==> config.mk <==
export PLATFORM = sky130hd
export DESIGN_NAME = vwb_sequencer
export DESIGN_NICKNAME = d
export VERILOG_FILES = /design/src/rtl/vwb_sequencer.sv
export SDC_FILE = /design/constraint.sdc
export NUM_CORES = 1
export LEC_CHECK = 0
export ABC_AREA = 0
export CELL_PAD_IN_SITES_DETAIL_PLACEMENT = 1
export CELL_PAD_IN_SITES_GLOBAL_PLACEMENT = 1
export CORE_MARGIN = 2
export CORE_UTILIZATION = 31
export DETAILED_ROUTE_END_ITERATION = 8
export GPL_TIMING_DRIVEN = 0
export PLACE_DENSITY_LB_ADDON = 0.1
export SLEW_MARGIN = 20
export SYNTH_ARGS = -nofsm -noshare
export SYNTH_HDL_FRONTEND = slang
export SYNTH_SLANG_ARGS = --single-unit
==> constraint.sdc <==
create_clock -name clk -period 3.65 [get_ports clk]
set_input_delay 0.5475 -clock clk [delete_from_list [all_inputs] [get_ports clk]]
set_output_delay 0.5475 -clock clk [all_outputs]
set_load 0.02 [all_outputs]
==> src/rtl/vwb_sequencer.sv <==
// Vector writeback sequencer: walks an LMUL register group, applying vl-based tail
// policy per element, and issues one register-file write per accepted ALU beat.
module vwb_sequencer #(
  parameter int VLEN = 64
) (
  input  logic             clk,
  input  logic             rst,
  input  logic             cmd_valid,
  output logic             cmd_ready,
  input  logic [4:0]       cmd_vd,
  input  logic [3:0]       cmd_lmul,
  input  logic [2:0]       cmd_sew,
  input  logic [7:0]       cmd_vl,
  input  logic             cmd_vta,
  input  logic             beat_valid,
  output logic             beat_ready,
  input  logic [VLEN-1:0]  beat_data,
  input  logic [VLEN-1:0]  beat_old,
  output logic             wen,
  output logic [4:0]       wa,
  output logic [VLEN-1:0]  wd,
  output logic             busy,
  output logic             done,
  output logic             err
);

  localparam int NB = VLEN / 8;

  typedef enum logic [1:0] {IDLE, RUN, FIN, ERR} state_t;

  state_t           state_reg, state_next;
  logic [2:0]       k_reg;
  logic [4:0]       vd_reg;
  logic [3:0]       lmul_reg;
  logic [1:0]       sew_reg;
  logic [7:0]       vl_reg;
  logic             vta_reg;
  logic             wen_reg;
  logic [4:0]       wa_reg;
  logic [VLEN-1:0]  wd_reg;

  logic             cmd_fire, beat_fire, last_beat;
  logic             lmul_ok, misaligned, overflow, cmd_illegal;
  logic [7:0]       vlmax, vl_eff;
  logic [7:0]       base_idx;
  logic [VLEN-1:0]  merged;

  // Command legality is judged on the live inputs so the decision lands in the accept cycle.
  assign lmul_ok     = (cmd_lmul == 4'd1) || (cmd_lmul == 4'd2) ||
                       (cmd_lmul == 4'd4) || (cmd_lmul == 4'd8);
  assign misaligned  = (cmd_vd & ({1'b0, cmd_lmul} - 5'd1)) != 5'd0;
  assign overflow    = ({1'b0, cmd_vd} + {2'b0, cmd_lmul}) > 6'd32;
  assign cmd_illegal = (cmd_sew > 3'd3) || !lmul_ok || misaligned || overflow;

  // VLMAX = lmul * (8 >> sew); vl beyond it is silently clamped.
  assign vlmax  = {4'b0, cmd_lmul} << (2'd3 - cmd_sew[1:0]);
  assign vl_eff = (cmd_vl < vlmax) ? cmd_vl : vlmax;

  assign cmd_fire  = cmd_valid && (state_reg == IDLE);
  assign beat_fire = beat_valid && (state_reg == RUN);
  assign last_beat = ({1'b0, k_reg} == (lmul_reg - 4'd1));

  // First element index carried by this beat: k * EPR == (k * 8) >> sew.
  assign base_idx = {2'b0, k_reg, 3'b0} >> sew_reg;

  // SEW is a whole number of bytes, so tail policy can be decided byte by byte.
  generate
    for (genvar gi = 0; gi < NB; gi++) begin : g_byte
      logic [2:0] byte_pos;
      logic [2:0] elem_j;
      logic [7:0] elem_idx;
      assign byte_pos = 3'(gi);
      assign elem_j   = byte_pos >> sew_reg;
      assign elem_idx = base_idx + {5'b0, elem_j};
      assign merged[gi*8 +: 8] = (elem_idx < vl_reg) ? beat_data[gi*8 +: 8] :
                                 (vta_reg ? 8'hFF : beat_old[gi*8 +: 8]);
    end
  endgenerate

  always_comb begin
    state_next = state_reg;
    cmd_ready  = 1'b0;
    beat_ready = 1'b0;
    busy       = 1'b1;
    done       = 1'b0;
    err        = 1'b0;
    unique case (state_reg)
      IDLE: begin
        cmd_ready = 1'b1;
        busy      = 1'b0;
        if (cmd_valid) begin
          if (cmd_illegal)          state_next = ERR;
          else if (cmd_vl == 8'd0)  state_next = FIN;
          else                      state_next = RUN;
        end
      end
      RUN: begin
        beat_ready = 1'b1;
        if (beat_valid && last_beat) state_next = FIN;
      end
      FIN: begin
        done       = 1'b1;
        state_next = IDLE;
      end
      ERR: begin
        done       = 1'b1;
        err        = 1'b1;
        state_next = IDLE;
      end
      default: state_next = IDLE;
    endcase
  end

  always_ff @(posedge clk) begin
    if (!rst) state_reg <= IDLE;
    else      state_reg <= state_next;
  end

  always_ff @(posedge clk) begin
    if (!rst) begin
      k_reg    <= '0;
      vd_reg   <= '0;
      lmul_reg <= '0;
      sew_reg  <= '0;
      vl_reg   <= '0;
      vta_reg  <= 1'b0;
      wen_reg  <= 1'b0;
      wa_reg   <= '0;
      wd_reg   <= '0;
    end else begin
      wen_reg <= 1'b0;
      if (cmd_fire) begin
        k_reg    <= '0;
        vd_reg   <= cmd_vd;
        lmul_reg <= cmd_lmul;
        sew_reg  <= cmd_sew[1:0];
        vl_reg   <= vl_eff;
        vta_reg  <= cmd_vta;
      end
      if (beat_fire) begin
        k_reg   <= k_reg + 3'd1;
        wen_reg <= 1'b1;
        wa_reg  <= vd_reg + {2'b0, k_reg};
        wd_reg  <= merged;
      end
    end
  end

  assign wen = wen_reg;
  assign wa  = wa_reg;
  assign wd  = wd_reg;

endmodule

## Yosys cells after proc, flatten, opt, wreduce, memory -nomap -nowiden

Cells that the tools add are included.

- Register bits after elaboration: 95
- Latch bits: 0
- RAM bits: 0
- Bits in read-only memories: 0
- Input port bits: 153
- Output and inout port bits: 75
- Word-level logic and storage cells: 102
- Memories: 0

- Add/sub/neg operators: 14
- Multiply operators: 0
- Divide/modulo/power cells: 0
- Magnitude comparators: 11
- Equality and inequality tests: 10
- Shift operators: 10
- Muxes and demuxes: 30
- Bitwise operators: 1
- Reductions and logical operators: 16

Operators with widths:

| cell | number |
|---|---|
| $mux 8 | 17 |
| $lt 8x8->1 | 9 |
| $add 8x3->8 | 8 |
| $shr 3x2->3 const A | 4 |
| $logic_not 8->1 | 1 |
| $mux 2 | 4 |
| $shl 4x2->8 | 1 |
| $shr 6x2->8 | 1 |
| $add 5x4->6 | 1 |
| $gt 6x6->1 const B | 1 |
| $logic_or 1x1->1 | 6 |
| $mux 1 | 6 |
| $mux 3 | 2 |
| $pmux 2 s3 | 1 |
| $shr 1x2->3 const A | 2 |
| $shr 2x2->3 const A | 2 |
| $add 5x3->5 | 1 |
| $and 5x5->5 | 1 |
| $reduce_bool 5->1 | 1 |
| $sub 4x1->5 const B | 1 |
| $eq 2x2->1 const B | 2 |
| $eq 3x4->1 | 1 |
| $eq 4x1->1 const B | 1 |
| $eq 4x2->1 const B | 1 |
| other kinds (15) | 17 |

## Depth between registers and ports, before layout

- Depth in word-level cells: 11
- Gate-level depth with buffers: 18
- Gate-level depth less buffers: 14

## Least setup slack after synthesis

OpenSTA, ideal clock, no wires.

- Path kind: register to register
- Start point: reg sew_reg[0]
- End point: reg wd_reg[63], in the netlist wd[63]
- Setup time: 0.059 ns
- Arrival time: 3.500 ns
- Required time: 3.591 ns
- Path slack: 0.091 ns
- Cell stages (with the launch flop): 19
- Path buffers: 5
- Clock period less this slack: 3.559 ns
- Cell sequence: dfxtp_1 > buf_4 > buf_2 > inv_1 > ha_1 > buf_2 > xnor2_1 > o41ai_4 > and2_1 > nand2_2 > xnor2_1 > ha_1 > o211ai_1 > and2_1 > buf_2 > or4_1 > clkbuf_1 > nand3_1 > a22o_1

- Cells in the longest elaborated chain, start to end: 4
- Elaborated cells on any way between the ends: 5
- Those cells by class: add/sub: 1; order compare: 1; shift: 2; mux: 1

RTL lines:

| item | line | source |
|---|---|---|
| start, declared | 35 | `logic [1:0] sew_reg;` |
| start signal, assigned | 136 | `sew_reg <= cmd_sew[1:0];` |
| $shr 6x2->8 / $shr 3x2->3 (equally long branches) | 64, 73 |  |
| $add 8x3->8 (*) | 74 | `assign elem_idx = base_idx + {5'b0, elem_j};` |
| $lt 8x8->1 (*) | 75 | `assign merged[gi*8 +: 8] = (elem_idx < vl_reg) ? beat_data[gi*8 +: 8] :` |
| $mux 8 (*) | 75 |  |
| end signal, assigned | 144 | `wd_reg <= merged;` |
| end, declared | 40 | `logic [VLEN-1:0] wd_reg;` |

Mark *: on every way between the ends. The rest lies on a longest branch, timed or not.
A chain may end at the register's enable or synchronous reset.

## Final worst setup path

- Start point: reg sew_reg[0]
- End point: reg wd_reg[50], in the netlist wd[50]

Same word-level chain as after synthesis.

==> run_results.csv <==
group,metric,value,unit
status,run_status,"complete, no violations",
sta,worst_slack,0.157,ns
final_layout,flip_flop_count_of_the_largest_register_after_layout,64,
grt,grtUsageTotal,0.213,
final_layout,regArea,1910,um2
final_layout,area_of_combinational_cells_with_multiple_inputs,5460,um2
route,detailroute.via_count,7758,
grt,grt_max_degree,20,
pwr,pwr-share-seq,0.325,
route,dr.first_iter.drc_count,308,
synth,synth.top_cells.by_area,"sky130_fd_sc_hd__dfxtp_1 (26%), sky130_fd_sc_hd__ha_1 (13%), sky130_fd_sc_hd__nand2_1 (5.9%)",
floorplanning,die-area,24900,um2
clocking,max-clock-path-buffers,2,
pwr,reported_net_switching_power,1.28,mW
final_layout,fin_util,0.467,
floorplanning,ioPinCount,228,
route,postRouteWirelength,27400,um
place,placement.setup.worst_slack,-0.531,ns
sta,finalWorstPathRequiredPeriod,3.49,ns
sta,timing_hold_violations_final,0,
final_layout,area.growth.synth_to_final,48.5,%
clocking,clkLatencyLatePin,0.37,ns
synth,post-synth-top-area-cell,"sky130_fd_sc_hd__dfxtp_1",
pwr,proportion_of_power_drawn_by_combinational_gates,0.371,
sta,slew_at_the_pin_closest_to_its_max_slew_limit,0.741,ns
sta,finClkSkew,0.0107,ns
hold_path,worst_hold_path_type,"flip-flop to flip-flop",
route,route.detailed.wl_per_inst,18.5,um
sta,grt_setup_unrepaired,"yes",
synth,ys_seq_elements,95,
critical_path,worst-endpoint-required,3.89,ns
critical_path,worstPathArrival,3.73,ns
synth,synth_area,7340,um2
critical_path,r2r_cells,15,
hold_path,min_path_cells,2,
pwr,swShare,0.362,
synth,synth_edf_count,0,
grt,first_global_vias,7772,
synth,synth_cell_types,86,
critical_path,capturing_element_type_of_the_critical_path,"flip-flop",
synth,syn_area_per_cell,8.10,um2
grt,global_route_wire_length_before_repair,41400,um
synth,synth_top_family_by_area,"compound AO/OA/AOI/OAI gates",
clocking,clock_sink_count,95,
synth,synth_simple_gate_area_share,0.209,
pwr,clkPwrFrac,0.304,
clocking,clock_tree.root_cell,"sky130_fd_sc_hd__clkbuf_16",
place,dpl.hpwl,20700,um
floorplanning,die_x,158,um
pwr,power.density,324,nW/um2
synth,synth_flop_cell,"sky130_fd_sc_hd__dfxtp_1",
route,antenna_left,0,
flow_run,max_cap_violations,0,
synth,synthesis.instances,906,
synth,synth_top_area_share,0.259,
pwr,power.leakage,4.17,nW
critical_path,timing.critical_path.fanout_max,10,
route,route.detailed.drc,0,
synth,area_fraction_in_compound_gates_after_synthesis,0.286,
grt,globalRouteOverflowTotal,0,
sta,timing.final.max_slew_violations,0,
synth,post_synth_fa_ha_maj_area_fraction,0.135,
pwr,power_report.internal_total,2.25,mW
route,avgViaCountPerCell,5.24,
synth,post_synthesis_share_of_cell_area_spent_on_xor_and_xnor_gates,0.0421,
grt,antenna_found_initial,0,
sta,timing.final.setup_violations,0,
synth,synth_seq_area_share,0.259,
sta,worst_slew_margin_rel,0.506,
final_layout,fillCellCount,2766,
critical_path,critical_path_class,"flip-flop to flip-flop",
synth,asyncSetResetFlopFracSynth,0,
pwr,fin_total_pwr,3.53,mW
place,io_buffers,226,
floorplanning,std_cell_rows,56,
route,drt_pre_antenna_iters,4,
synth,ys.warnings.count,0,
clocking,h-tree-depth,3,
sta,fmax,286,MHz
synth,multiplexer_share_of_the_synthesized_area,0.0126,
clocking,clock_buffer_count_from_cts,9,
clocking,tritoncts,"built",
sta,setup_tns,0,ns
floorplanning,core,23300,um2
final_layout,layout.cells.non_filler,1481,
final_layout,diodes,0,
critical_path,critPathLaunchType,"flip-flop",
place,dp_cell_count,1453,
floorplanning,initial_utilization,0.314,
place,gp_congestion,0.814,
final_layout,drive_gt1_frac,0.120,
clocking,cts_hold_repair.buffers,0,
floorplanning,die_y,158,um
clocking,clk_transition_reported_paths,0.08,ns
pwr,worst_ir_drop_vdd,0.000214,V
sta,period_share,0.957,
final_layout,layout.nets,1388,
==> final timing paths <==
| kind | to | from | slack, ns |
|---|---|---|---|
| max | wd[50] | sew_reg[0] | 0.16 |
| min | wd[23] | wd[23] | 0.45 |
| max reg2reg | wd[50] | sew_reg[0] | 0.16 |
| min reg2reg | wd[23] | wd[23] | 0.45 |
==> worst max-delay path, stage by stage (launching register included) <==
cell	delay [ns]
sky130_fd_sc_hd__dfxtp_4	0.37
sky130_fd_sc_hd__buf_8	0.11
sky130_fd_sc_hd__buf_8	0.13
sky130_fd_sc_hd__clkinvlp_4	0.17
sky130_fd_sc_hd__ha_4	0.26
sky130_fd_sc_hd__xnor2_4	0.15
sky130_fd_sc_hd__o41ai_4	0.27
sky130_fd_sc_hd__and2_4	0.24
sky130_fd_sc_hd__nand2_4	0.08
sky130_fd_sc_hd__xnor2_2	0.17
sky130_fd_sc_hd__ha_1	0.33
sky130_fd_sc_hd__a21o_1	0.25
sky130_fd_sc_hd__a21oi_4	0.22
sky130_fd_sc_hd__nor2_2	0.11
sky130_fd_sc_hd__o41ai_1	0.37
sky130_fd_sc_hd__a22oi_1	0.14
==> synthesized netlist by cell type, drive strengths merged (13+ instances only) <==
library cell,number
a22oi,16
inv,36
nor2,55
ha,76
o211ai,22
buf,25
xnor2,19
nor2b,18
clkbuf,33
and2,13
a21boi,14
o21ai,54
a21oi,64
nand3,32
nand2,116
dfxtp,95
o41ai,19
nand2b,19
==> logic make-up (layout without fill, tap and decap cells) <==
logic type      Yosys count  in the layout
fa+ha+maj                78             78
xor+xnor                 31             31
flops                    95             95
compound gates          288            288
other cells               1              3
buf+inv                  94            346
simple gates            310            312
mux                       9              9
==> cell usage in the layout, fill, tap and decap left out, types with 5 or more instances in the layout <==
cell type / n
sky130_fd_sc_hd__a31oi_1: 6
sky130_fd_sc_hd__a32o_1: 7
sky130_fd_sc_hd__nor2b_1: 17
sky130_fd_sc_hd__nor3b_1: 9
sky130_fd_sc_hd__a21o_1: 9
sky130_fd_sc_hd__clkbuf_1: 28
sky130_fd_sc_hd__buf_4: 23
sky130_fd_sc_hd__inv_1: 34
sky130_fd_sc_hd__a22oi_1: 16
sky130_fd_sc_hd__ha_1: 70
sky130_fd_sc_hd__a31oi_4: 5
sky130_fd_sc_hd__a21oi_1: 58
sky130_fd_sc_hd__xor2_1: 12
sky130_fd_sc_hd__o31ai_1: 9
sky130_fd_sc_hd__or2_2: 6
sky130_fd_sc_hd__nor3_1: 12
sky130_fd_sc_hd__clkbuf_16: 9
sky130_fd_sc_hd__buf_2: 9
sky130_fd_sc_hd__o21ai_1: 6
sky130_fd_sc_hd__o41ai_2: 10
sky130_fd_sc_hd__o21ai_0: 42
sky130_fd_sc_hd__nor2_1: 50
sky130_fd_sc_hd__nor4_1: 11
sky130_fd_sc_hd__a22o_1: 7
sky130_fd_sc_hd__nand3_1: 31
sky130_fd_sc_hd__mux2i_1: 6
sky130_fd_sc_hd__o211ai_1: 22
sky130_fd_sc_hd__nand2b_1: 19
sky130_fd_sc_hd__clkdlybuf4s50_1: 226
sky130_fd_sc_hd__a221o_1: 8
sky130_fd_sc_hd__nand2_1: 115
sky130_fd_sc_hd__dfxtp_1: 92
sky130_fd_sc_hd__a21boi_0: 14
sky130_fd_sc_hd__and2_1: 11
sky130_fd_sc_hd__o41ai_4: 6
sky130_fd_sc_hd__xnor2_1: 15
==> power groups by stage <==
| stage | sequential, mW | combinational [mW] | clock (mW) |
|---|---|---|---|
| after floorplan | 1.22 | 0.634 | 0 |
| after global placement | 1.17 | 1.19 | 0 |
| after detailed placement | 1.17 | 1.20 | 0 |
| after CTS | 1.15 | 1.26 | 1.10 |
| after global routing | 1.16 | 1.44 | 1.13 |
| final | 1.15 | 1.31 | 1.07 |
==> timing repair <==
action                     4_1_cts  5_1_grt
buffers inserted                 9        8
cloned                           0        2
setup endpoints to repair       48       48
gates resized for setup         45       44
pin swaps                       11       15
==> stage by stage <==
stage | cell area (um2) | hold WS [ns]
floorplan | 7340 | 0.447
global placement | 10000 | 0.437
detailed placement | 10000 | 0.441
CTS | 10600 | 0.454
global route | 10900 | 0.476
finish | 10900 | 0.453
==> metal layers <==
metal | up-vias | GRT usage | wire length (um)
li1 | 3831 | - | -
met1 | 3734 | 0.260 | 12100
met2 | 166 | 0.380 | 13500
met3 | 27 | 0.0438 | 1250
met4 | 0 | 0.0545 | 545
met5 | - | 0 | 0
==> final cells by class <==
class / instances / share of cell area
Buffer: 51 / 0.0249
Clock buffer: 9 / 0.0207
Clock inverter: 7 / 0.00896
Inverter: 36 / 0.0131
Multi-Input combinational cell: 721 / 0.501
Sequential cell: 95 / 0.175
Tap cell: 319 / 0.0366
Timing Repair Buffer: 243 / 0.219
Power figures use the tool's default switching activity.
